`src/rtl/mem_port_arbiter.sv`:
```
// rtl/mem_port_arbiter.sv - shares one memory port between IF fetch and MEM load/store, DM priority
// Optional perf counters: define MEM_ARB_PERF_EN.
module mem_port_arbiter #(
    parameter int AW = 32,
    parameter int DW = 32
) (
    input  logic          clk,
    input  logic          rst,
    input  logic          if_req,
    input  logic [AW-1:0] if_addr,
    output logic [DW-1:0] if_rdata,
    output logic          if_valid,
    output logic          if_stall,
    input  logic          dm_req,
    input  logic          dm_we,
    input  logic [AW-1:0] dm_addr,
    input  logic [DW-1:0] dm_wdata,
    output logic [DW-1:0] dm_rdata,
    output logic          dm_valid,
    output logic          dm_stall,
    output logic          mem_req,
    output logic          mem_we,
    output logic [AW-1:0] mem_addr,
    output logic [DW-1:0] mem_wdata,
    input  logic [DW-1:0] mem_rdata,
    input  logic          mem_ack,
    output logic [31:0]   perf_conflict_cnt,
    output logic [31:0]   perf_wait_cnt
);

    typedef enum logic [1:0] {
        IDLE   = 2'd0,
        BUSY_D = 2'd1,
        BUSY_I = 2'd2
    } state_t;

    state_t        r_state;
    state_t        w_state_nxt;
    logic          r_mem_req;
    logic          r_mem_we;
    logic [AW-1:0] r_mem_addr;
    logic [DW-1:0] r_mem_wdata;
    logic          w_req_nxt;
    logic          w_we_nxt;
    logic [AW-1:0] w_addr_nxt;
    logic [DW-1:0] w_wdata_nxt;
    logic          w_if_valid;
    logic          w_dm_valid;

    always_ff @(posedge clk or negedge rst) begin
        if (!rst) begin
            r_state     <= IDLE;
            r_mem_req   <= 1'b0;
            r_mem_we    <= 1'b0;
            r_mem_addr  <= '0;
            r_mem_wdata <= '0;
        end else begin
            r_state     <= w_state_nxt;
            r_mem_req   <= w_req_nxt;
            r_mem_we    <= w_we_nxt;
            r_mem_addr  <= w_addr_nxt;
            r_mem_wdata <= w_wdata_nxt;
        end
    end

    // Request fields only change on a grant, so the memory sees them stable until ack.
    always_comb begin
        w_state_nxt = r_state;
        w_req_nxt   = r_mem_req;
        w_we_nxt    = r_mem_we;
        w_addr_nxt  = r_mem_addr;
        w_wdata_nxt = r_mem_wdata;
        case (r_state)
            IDLE: begin
                if (dm_req) begin
                    w_state_nxt = BUSY_D;
                    w_req_nxt   = 1'b1;
                    w_we_nxt    = dm_we;
                    w_addr_nxt  = dm_addr;
                    w_wdata_nxt = dm_wdata;
                end else if (if_req) begin
                    w_state_nxt = BUSY_I;
                    w_req_nxt   = 1'b1;
                    w_we_nxt    = 1'b0;
                    w_addr_nxt  = if_addr;
                end else begin
                    w_req_nxt   = 1'b0;
                end
            end
            BUSY_D, BUSY_I: begin
                if (mem_ack) begin
                    w_state_nxt = IDLE;
                    w_req_nxt   = 1'b0;
                end
            end
            default: begin
                w_state_nxt = IDLE;
                w_req_nxt   = 1'b0;
            end
        endcase
    end

    assign w_if_valid = mem_ack & (r_state == BUSY_I);
    assign w_dm_valid = mem_ack & (r_state == BUSY_D);

    assign if_valid  = w_if_valid;
    assign dm_valid  = w_dm_valid;
    assign if_rdata  = mem_rdata;
    assign dm_rdata  = mem_rdata;
    assign if_stall  = if_req & ~w_if_valid;
    assign dm_stall  = dm_req & ~w_dm_valid;
    assign mem_req   = r_mem_req;
    assign mem_we    = r_mem_we;
    assign mem_addr  = r_mem_addr;
    assign mem_wdata = r_mem_wdata;

`ifdef MEM_ARB_PERF_EN
    logic [31:0] r_conflict_cnt;
    logic [31:0] r_wait_cnt;

    always_ff @(posedge clk or negedge rst) begin
        if (!rst) begin
            r_conflict_cnt <= '0;
            r_wait_cnt     <= '0;
        end else begin
            if ((r_state == IDLE) && dm_req && if_req && (r_conflict_cnt != 32'hFFFF_FFFF))
                r_conflict_cnt <= r_conflict_cnt + 32'd1;
            if ((if_stall || dm_stall) && (r_wait_cnt != 32'hFFFF_FFFF))
                r_wait_cnt <= r_wait_cnt + 32'd1;
        end
    end

    assign perf_conflict_cnt = r_conflict_cnt;
    assign perf_wait_cnt     = r_wait_cnt;
`else
    assign perf_conflict_cnt = 32'd0;
    assign perf_wait_cnt     = 32'd0;
`endif

endmodule
```
`config.mk`:
```
export PLATFORM = sky130hd
export DESIGN_NAME = mem_port_arbiter
export DESIGN_NICKNAME = d
export VERILOG_FILES = /design/src/rtl/mem_port_arbiter.sv
export SDC_FILE = /design/constraint.sdc
export NUM_CORES = 1
export LEC_CHECK = 0
export BUFFER_PORTS_ARGS = -buffer_cell sky130_fd_sc_hd__buf_4
export CORE_AREA = 2 2 127 129
export CTS_BUF_LIST = sky130_fd_sc_hd__clkbuf_4 sky130_fd_sc_hd__clkbuf_8
export DETAILED_ROUTE_END_ITERATION = 7
export DIE_AREA = 0 0 129 131
export GPL_ROUTABILITY_DRIVEN = 0
export PLACE_DENSITY = 0.6
export SLEW_MARGIN = 20
export SYNTH_ARGS = -nofsm -noshare
export SYNTH_HDL_FRONTEND = slang
export SYNTH_SLANG_ARGS = --single-unit
export TNS_END_PERCENT = 20
```
`constraint.sdc`:
```
create_clock -name clk -period 1.38 [get_ports clk]
set_input_delay 0.069 -clock clk [delete_from_list [all_inputs] [get_ports clk]]
set_output_delay 0.069 -clock clk [all_outputs]
set_load 0.02 [all_outputs]
```
==> results.py, run 1 <==
metrics = {
    "status": {
        "status": "finished, violations left",
        "violations": "negative setup slack",
    },
    "power_and_ir_drop": {
        "intPower_mw": 7.81,
        "max-vdd-ir-drop_mv": 1.16,
        "sw_frac_of_total": 0.408,
        "power_mw": 13.2,
        "p_clk_frac": 0.137,
        "power_leakage_nw": 3.10,
        "p_switching_mw": 5.38,
        "power_density_nw_per_um2": 1990,
        "combPwrFrac": 0.590,
        "seqPwrFrac": 0.273,
    },
    "clock_network": {
        "cts_sinks": 68,
        "clk-insertion-delay-late_ns": 0.37,
        "cts_root_buf": "clkbuf_8",
        "cts.clk_slew.worst_paths_ns": 0.09,
        "cts-htree-levels": 3,
        "cts_tree": "yes",
        "cts_buffers": 9,
        "cts.path.max_buffers": 2,
    },
    "critical_path": {
        "crit_path_max_incr_delay_ns": 0.39,
        "crit_arrival_ns": 1.82,
        "crit_chain": "inv_2 > buf_4 > ha_4 > nand2_8 > buf_16 > mux2_4",
        "start_kind": "register",
        "path_max_fanout": 14,
        "slowest_stage": "dfrtp_1",
        "required_ns": 1.64,
        "end_kind": "register",
        "path_class": "register to register",
    },
    "timing": {
        "setup_slack_ns": -0.178,
        "rsz0062_at_grt": "yes",
        "holdWs_ns": 0.00634,
        "hold_viol_final": 0,
        "drv_slew": 0,
        "period_needed_ns": 1.56,
        "timing.final.crit_share": 1.13,
        "clock_skew_ns": 0.00978,
        "tightest_slew_ns": 0.510,
        "fmax_ghz": 0.642,
        "relSlewSlack": 0.660,
        "setup_viol": 72,
    },
    "drt": {
        "detail-route-antenna-nets": 0,
        "num_vias": 3314,
        "avgRoutedWirePerCell_um": 16.5,
        "drt-total-wl_mm": 13.3,
        "drt_iter0_markers": 77,
        "post-route-drc-count": 0,
        "viasPerCell": 4.10,
        "dr.pass1.iters": 4,
    },
    "grt": {
        "grt_pass1_vias": 3593,
        "grt_max_degree": 42,
        "grt_remaining_overflow": 0,
        "grt_usage": 0.149,
        "antenna_found_initial": 0,
        "grt_pass1_wl_mm": 19.0,
    },
    "layout": {
        "diodes": 0,
        "seqCellArea_um2": 1700,
        "nets": 725,
        "multi_input_area_um2": 1770,
        "synthToLayoutAreaGrowth_pct": 75.9,
        "fill_cells": 1440,
        "drive_above_1_share": 0.492,
        "layout.cells.non_filler": 809,
        "fin_util": 0.425,
    },
    "synthesis": {
        "ys.warnings.count": 0,
        "seq_area_frac_synth": 0.451,
        "yosys-top-cells-area": "dfrtp_1 (45%), buf_4 (25%), mux2_1 (8.4%), o32ai_1 (7.2%), nor2_1 (6.4%)",
        "yosys.area.top_type": "dfrtp_1",
        "syn_area_um2": 3770,
        "ys_types": 24,
        "synth_top_area_frac": 0.451,
        "avgSynthCellArea_um2": 10.4,
        "synth_seq_cells": 68,
        "synth_cells": 363,
    },
    "die": {
        "rows": 46,
        "die_area_um2": 16900,
        "die_x_um": 129,
        "ios": 332,
        "start_util": 0.242,
        "fp.dieH_um": 131,
        "core_um2": 15600,
    },
    "place": {
        "dp_slack_ns": -0.0934,
        "portBuffers": 171,
        "dp.cells": 685,
        "hpwlAfterDp_mm": 7.92,
    },
    "run": {
        "drv_cap": 0,
    },
    "worst_hold_path": {
        "min_path_type": "input port to register",
    },
}
[cell usage in the layout, fill, tap and decap left out, types with 3 or more instances in the layout]
master and count:
ha_4 3, o32ai_2 24, buf_4 178, inv_6 3, o32ai_4 7, buf_6 7, dlygate4sd3_1 96, nor2_1 63
clkbuf_16 3, mux2_4 32, conb_1 64, buf_12 8, clkbuf_8 9, dfrtp_1 68
[worst max-delay path: cells and delay by family (launching register included)]
family                     cells  cell delay, ns
adders and majority gates      1            0.19
buffers and inverters          3            0.39
DFF                            1            0.39
muxes                          1            0.31
and+or+nand+nor                1            0.17
[timing repair]
action	CTS	global route
setup endpoints to repair	67	72
hold endpoints to repair	129	0
gates cloned	2	4
hold buffers	96	0
gates resized for setup	69	33
buffers inserted	5	1
pin swaps	14	19
[metrics by stage]
stage | area, µm² | TNS, ns
floorplan | 4030 | 0
global placement | 4720 | -0.119
detailed placement | 4720 | -0.668
CTS | 6350 | -6.47
global route | 6630 | -10.97
finish | 6630 | -8.05
[worst paths after layout]
path                                           from                        end  slack (ns)  cells after the start
hold reg to reg            mem_addr[17]$_DFFE_PN0P_   mem_addr[17]$_DFFE_PN0P_        0.51                      2
hold / removal                          if_addr[28]   mem_addr[28]$_DFFE_PN0P_       0.006                      3
setup / recovery             r_state[1]$_DFFE_PN0P_  mem_wdata[17]$_DFFE_PN0P_       -0.18                      6
min in group asynchronous                       rst  mem_wdata[12]$_DFFE_PN0P_        0.16                      2
setup reg to reg             r_state[1]$_DFFE_PN0P_  mem_wdata[17]$_DFFE_PN0P_       -0.18                      6
max in group asynchronous                       rst   mem_addr[27]$_DFFE_PN0P_        0.65                      3
[power by group through the flow]
stage	combinational, mW	sequential [mW]	clock [mW]
2_1_floorplan	2.31	4.72	0
3_3_place_gp	5.71	3.54	0
3_5_place_dp	5.83	3.58	0
4_1_cts	7.11	3.58	1.87
5_1_grt	8.26	3.73	1.95
6_report	7.79	3.60	1.80
[registers in the layout, indices dropped and copies added (netlist names)]
register   flops
r_state        2
mem_we         1
mem_wdata     32
mem_req        1
mem_addr      32
[routing by layer]
layer  global-route usage  wire [µm]  up-vias
met2                0.271       6990      163
li1                     -          -     1477
met1                0.147       4690     1609
met3               0.0436        940       65
met4                0.103        704        0
met5                    0          0        -
[area by class of cell]
type                       instances  share of cell area
sequential                        68               0.257
clock buffer                       9              0.0187
tap                              216              0.0407
inverter                           4             0.00226
clock inverter                     7              0.0124
timing repair buffer             294               0.402
multi-input combinational        211               0.267
[logic make-up (layout without fill, tap and decap cells)]
kind of cell             Yosys count  in the layout  synth area share
buffers and inverters            147            314             0.277
AND/OR/NAND/NOR                   72             72            0.0766
flip-flops                        68             68             0.451
AO/OA/AOI/OAI                     38             38            0.0836
multiplexers                      34             34             0.101
adder cells (fa/ha/maj)            3              3           0.00995
other                              1             64          0.000994
[cell usage after synthesis (all sizes together)]
| cell | count |
|---|---|
| buf | 139 |
| dfrtp | 68 |
| nor2 | 64 |
| mux2 | 33 |
| o32ai | 31 |
| clkbuf | 4 |
| a21oi | 3 |
| ha | 3 |
| inv | 3 |
| nand2b | 3 |
| and2 | 2 |
| a31o | 1 |
| clkinv | 1 |
| conb | 1 |
| mux2i | 1 |
| nand2 | 1 |
| nand3 | 1 |
| nor2b | 1 |
| o21a | 1 |
| o21ai | 1 |
| o31ai | 1 |
Note: power is estimated with default switching activity, not from simulation.
==> run 2, diff against run 1 <==
Settings changed: GPL_TIMING_DRIVEN set to 0, SETUP_SLACK_MARGIN set to 0.3.
==> results.py, run 2 (synthesis results as in run 1) <==
metrics = {
    "clock_network": {
        "cts.path.max_buffers": 2,
        "cts_root_buf": "clkbuf_8",
        "cts_tree": "yes",
        "cts.clk_slew.worst_paths_ns": 0.08,
        "cts-htree-levels": 3,
        "cts_sinks": 68,
        "clk-insertion-delay-late_ns": 0.38,
        "cts_buffers": 9,
    },
    "die": {
        "die_area_um2": 16900,
        "fp.dieH_um": 131,
        "rows": 46,
        "die_x_um": 129,
        "start_util": 0.242,
        "ios": 332,
        "core_um2": 15600,
    },
    "layout": {
        "nets": 920,
        "diodes": 0,
        "drive_above_1_share": 0.594,
        "final_cell_area_um2": 7980,
        "final_cell_mix": "buf_4 (368), dlygate4sd3_1 (98), dfrtp_1 (66)",
        "final_common_cell": "buf_4",
        "fill_cells": 1421,
        "synthToLayoutAreaGrowth_pct": 112,
    },
    "status": {
        "violations": "negative setup slack",
        "status": "finished, violations left",
    },
    "timing": {
        "setup_tns_ns": -5.44,
        "setup_slack_ns": -0.135,
        "relSlewSlack": 0.411,
        "drv_slew": 0,
        "tightest_slew_ns": 0.883,
        "rsz0062_at_grt": "yes",
        "holdWs_ns": 0.0302,
        "hold_viol_final": 0,
        "timing.final.crit_share": 1.10,
        "clock_skew_ns": 0.00602,
        "period_needed_ns": 1.52,
        "setup_viol": 69,
        "fmax_ghz": 0.660,
    },
    "power_and_ir_drop": {
        "p_clk_frac": 0.166,
        "sw_frac_of_total": 0.395,
        "power_leakage_nw": 3.97,
        "max-vdd-ir-drop_mv": 1.13,
        "power_density_nw_per_um2": 1730,
        "intPower_mw": 8.38,
        "p_switching_mw": 5.46,
        "combPwrFrac": 0.574,
        "seqPwrFrac": 0.260,
    },
    "grt": {
        "antenna_found_initial": 0,
        "grt_pass1_wl_mm": 20.2,
        "grtUsageMet2": 0.290,
        "grt_remaining_overflow": 0,
        "grt_use_met1": 0.164,
        "grt_use_met3": 0.0562,
        "busiest_layer": "met2",
        "grt_usage": 0.156,
        "grt_max_degree": 69,
        "grt_pass1_vias": 3862,
    },
    "critical_path": {
        "start_kind": "register",
        "r2r_end": "mem_addr[7]$_DFFE_PN0P_",
        "reg2reg_slack_ns": -0.14,
        "reg2regPathDepth": 6,
        "path_max_fanout": 10,
        "reg2reg_from": "r_state[0]$_DFFE_PN0P_",
        "path_class": "register to register",
        "crit_arrival_ns": 1.77,
        "end_kind": "register",
        "required_ns": 1.63,
    },
    "drt": {
        "detail-route-antenna-nets": 0,
        "post-route-drc-count": 0,
        "dr.pass1.iters": 4,
        "viasPerCell": 3.83,
        "num_vias": 3847,
        "avgRoutedWirePerCell_um": 14.0,
        "drt_iter0_markers": 54,
        "drt-total-wl_mm": 14.1,
    },
    "run": {
        "drv_cap": 0,
    },
    "worst_hold_path": {
        "whs_endpoint": "r_state[1]$_DFFE_PN0P_",
        "holdPathStages": 3,
        "min-delay-start": "mem_ack",
        "min_path_type": "input port to register",
    },
    "place": {
        "place_area_um2": 6100,
        "hpwlAfterDp_mm": 9.30,
        "portBuffers": 235,
    },
}
-- run 2: changes by cell type in the layout (fill, tap and decap cells not counted), moves of 3 or more --
cell / before / now
buf_8: 0 / 5
buf_4: 178 / 368
nor2_1: 63 / 56
nor2_2: 0 / 5
o32ai_4: 7 / 3
bufinv_16: 1 / 4
mux2_1: 0 / 17
mux2_4: 32 / 11
buf_12: 8 / 2
clkbuf_1: 0 / 3
o32ai_1: 0 / 6
mux2_2: 1 / 5
-- run 2: metal layers --
| metal | part of all wire | up-vias |
|---|---|---|
| met5 | 0 | - |
| met4 | 0.017 | 0 |
| met3 | 0.087 | 21 |
| met2 | 0.55 | 182 |
| met1 | 0.35 | 1764 |
| li1 | - | 1880 |
-- run 2: layout make-up --
| cell class | count | area, µm² | area share |
|---|---|---|---|
| clock inverters | 7 | 146 | 0.0183 |
| flip-flops and latches | 68 | 1700 | 0.213 |
| inverters | 4 | 20.0 | 0.00251 |
| repair buffers | 345 | 2930 | 0.367 |
| clock buffers | 9 | 124 | 0.0155 |
| well taps | 216 | 270 | 0.0339 |
| multi-input cells | 212 | 1650 | 0.207 |
| plain buffers | 143 | 1140 | 0.142 |
-- run 2: worst max path at each step --
stage	from	to	slack, ns
2_1_floorplan	r_state[0]$_DFFE_PN0P_	mem_wdata[10]$_DFFE_PN0P_	0.08
3_3_place_gp	r_state[0]$_DFFE_PN0P_	mem_addr[19]$_DFFE_PN0P_	-0.28
3_5_place_dp	r_state[1]$_DFFE_PN0P_	mem_addr[18]$_DFFE_PN0P_	-0.27
4_1_cts	r_state[0]$_DFFE_PN0P_	if_stall	-0.12
5_1_grt	r_state[0]$_DFFE_PN0P_	mem_addr[9]$_DFFE_PN0P_	-0.18
6_report	r_state[0]$_DFFE_PN0P_	mem_addr[7]$_DFFE_PN0P_	-0.14
-- run 2: metrics by stage --
stage	std cells	total power [mW]	setup WS (ns)	util
finish	1004	13.8	-0.135	0.512
detailed placement	877	9.78	-0.269	0.391
CTS	998	13.2	-0.117	0.494
global route	1004	14.6	-0.176	0.512
floorplan	426	7.14	0.0776	-
global placement	877	9.74	-0.282	0.391
-- run 2: timing repair --
item	in CTS	in global routing
cloned	2	3
hold buffers	98	0
setup buffers	5	3
gates resized for setup	57	41
pin swaps	5	6
endpoints found under the hold margin	134	0
endpoints found under the setup margin	72	133
-- run 2: worst max-delay path, stage by stage (launching register included) --
cell and delay, ns:
dfrtp_2 0.46, inv_4 0.11, ha_4 0.20, nand2b_4 0.13, buf_6 0.18, o32ai_1 0.23
nor2_1 0.08
-- run 2: power groups by stage --
stage / combinational [mW] / clock [mW] / sequential (mW)
6_report: 7.94 / 2.30 / 3.60
5_1_grt: 8.44 / 2.45 / 3.73
4_1_cts: 7.33 / 2.35 / 3.53
3_5_place_dp: 6.24 / 0 / 3.54
3_3_place_gp: 6.23 / 0 / 3.51
2_1_floorplan: 2.42 / 0 / 4.72
==> run 3, diff against run 2 <==
Settings changed: REMOVE_ABC_BUFFERS set to 1.
==> results.py, run 3 (synthesis results as in run 1) <==
metrics = {
    "status": {
        "status": "finished, violations left",
        "violations": "negative setup slack",
    },
    "place": {
        "portBuffers": 171,
        "dp_slack_ns": -0.655,
        "hpwlAfterDp_mm": 8.65,
        "place_area_um2": 4540,
        "dp.cells": 670,
    },
    "drt": {
        "avgRoutedWirePerCell_um": 20.0,
        "num_vias": 3404,
        "post-route-drc-count": 0,
        "dr.pass1.iters": 4,
        "detail-route-antenna-nets": 0,
        "drt-total-wl_mm": 16.0,
        "viasPerCell": 4.27,
        "drt_iter0_markers": 91,
    },
    "die": {
        "rows": 46,
        "core_um2": 15600,
        "ios": 332,
        "start_util": 0.242,
        "die_x_um": 129,
        "fp.dieH_um": 131,
        "die_area_um2": 16900,
    },
    "worst_hold_path": {
        "whs_endpoint": "mem_addr[21]$_DFFE_PN0P_",
        "min-delay-start": "if_addr[21]",
        "holdPathStages": 3,
        "min_path_type": "input port to register",
    },
    "timing": {
        "timing.final.crit_share": 1.09,
        "fmax_ghz": 0.667,
        "rsz0062_at_grt": "yes",
        "holdWs_ns": 0.0317,
        "setup_tns_ns": -4.94,
        "clock_skew_ns": 0.0135,
        "hold_viol_final": 0,
        "period_needed_ns": 1.50,
        "tightest_slew_ns": 0.727,
        "relSlewSlack": 0.515,
        "setup_slack_ns": -0.119,
        "drv_slew": 0,
        "setup_viol": 68,
    },
    "power_and_ir_drop": {
        "max-vdd-ir-drop_mv": 1.18,
        "power_leakage_nw": 2.87,
        "power_mw": 12.6,
        "power_density_nw_per_um2": 2020,
    },
    "critical_path": {
        "worst_path_most_repeated_cell": "buf_12",
        "crit_arrival_ns": 1.73,
        "path_class": "register to register",
        "reg2reg_from": "r_state[1]$_DFFE_PN0P_",
        "r2r_end": "mem_addr[2]$_DFFE_PN0P_",
        "start_kind": "register",
        "crit_chain": "inv_2 > ha_4 > buf_12 > buf_12 > nand2_8 > o32ai_1 > nor2_1",
        "slowest_stage": "dfrtp_1",
        "path_max_fanout": 8,
        "end_kind": "register",
        "cp.buffers_inverters": 3,
        "reg2regPathDepth": 7,
        "path_delay_family": "buffers and inverters",
        "required_ns": 1.61,
        "crit_path_max_incr_delay_ns": 0.41,
        "reg2reg_slack_ns": -0.12,
    },
    "clock_network": {
        "cts.clk_slew.worst_paths_ns": 0.07,
        "cts-htree-levels": 3,
        "clk-insertion-delay-late_ns": 0.36,
        "cts.path.max_buffers": 2,
        "cts_buffers": 9,
        "cts_sinks": 68,
        "cts_tree": "yes",
        "cts_root_buf": "clkbuf_8",
    },
    "grt": {
        "grt_remaining_overflow": 0,
        "grtUsageMet2": 0.275,
        "grt_use_met3": 0.110,
        "grt_pass1_vias": 3503,
        "busiest_layer": "met2",
        "grt_usage": 0.185,
        "grt_pass1_wl_mm": 21.9,
        "grt_max_degree": 69,
        "grt_use_met1": 0.207,
        "antenna_found_initial": 0,
    },
    "layout": {
        "diodes": 0,
        "final_cell_mix": "buf_4 (171), dlygate4sd3_1 (96), dfrtp_1 (68)",
        "final_cell_area_um2": 6250,
        "nets": 714,
        "final_common_cell": "buf_4",
        "synthToLayoutAreaGrowth_pct": 65.6,
        "fin_util": 0.401,
        "layout.cells.non_filler": 798,
        "drive_above_1_share": 0.426,
    },
    "run": {
        "drv_cap": 0,
    },
}
## run 3: changes by cell type in the layout (fill, tap and decap cells not counted), sizes merged
cell         before  now
buf             385  178
clkinvlp          0    1
clkbuf           14    9
bufinv            4    2
nand2b            3    6
inv               5    3
dlygate4sd3      98   96
nand2             1    6
clkinv            2    5
## run 3: layout make-up
type                       count  area [µm²]
inverter                       4        16.3
tap                          216         270
clock inverter                 7        91.3
timing repair buffer         274        2360
sequential                    68        1700
multi-input combinational    220        1690
fill                        1437        9350
clock buffer                   9         124
## run 3: worst max-delay path by stage
stage	startpoint	to	slack [ns]	cells after the start
final	r_state[1]$_DFFE_PN0P_	mem_addr[2]$_DFFE_PN0P_	-0.12	7
after global routing	r_state[0]$_DFFE_PN0P_	mem_addr[31]$_DFFE_PN0P_	-0.21	7
after CTS	r_state[0]$_DFFE_PN0P_	mem_addr[16]$_DFFE_PN0P_	-0.11	8
after detailed placement	r_state[0]$_DFFE_PN0P_	mem_wdata[7]$_DFFE_PN0P_	-0.65	4
after global placement	r_state[0]$_DFFE_PN0P_	mem_wdata[11]$_DFFE_PN0P_	-0.97	4
after floorplan	r_state[0]$_DFFE_PN0P_	mem_wdata[10]$_DFFE_PN0P_	-0.53	4
## run 3: power by group
group	switching (mW)	internal (mW)
logic	3.96	3.21
registers	0.594	3.00
clock network	0.840	1.01
## run 3: repair_timing
action	CTS	global route
cloned	9	0
setup endpoints to repair	72	140
hold buffers	96	0
setup buffers	7	0
pin swaps	5	6
gates resized for setup	35	25
hold endpoints to repair	132	0
## run 3: tightest hold or removal path, stage by stage
cell and delay, ns:
buf_4 0.08, o31ai_1 0.06, a21oi_1 0.14
## run 3: routing by layer
| metal | up-vias | routed length, µm |
|---|---|---|
| met1 | 1632 | 6400 |
| met5 | - | 174 |
| met4 | 4 | 280 |
| met3 | 28 | 1870 |
| met2 | 273 | 7240 |
| li1 | 1467 | - |
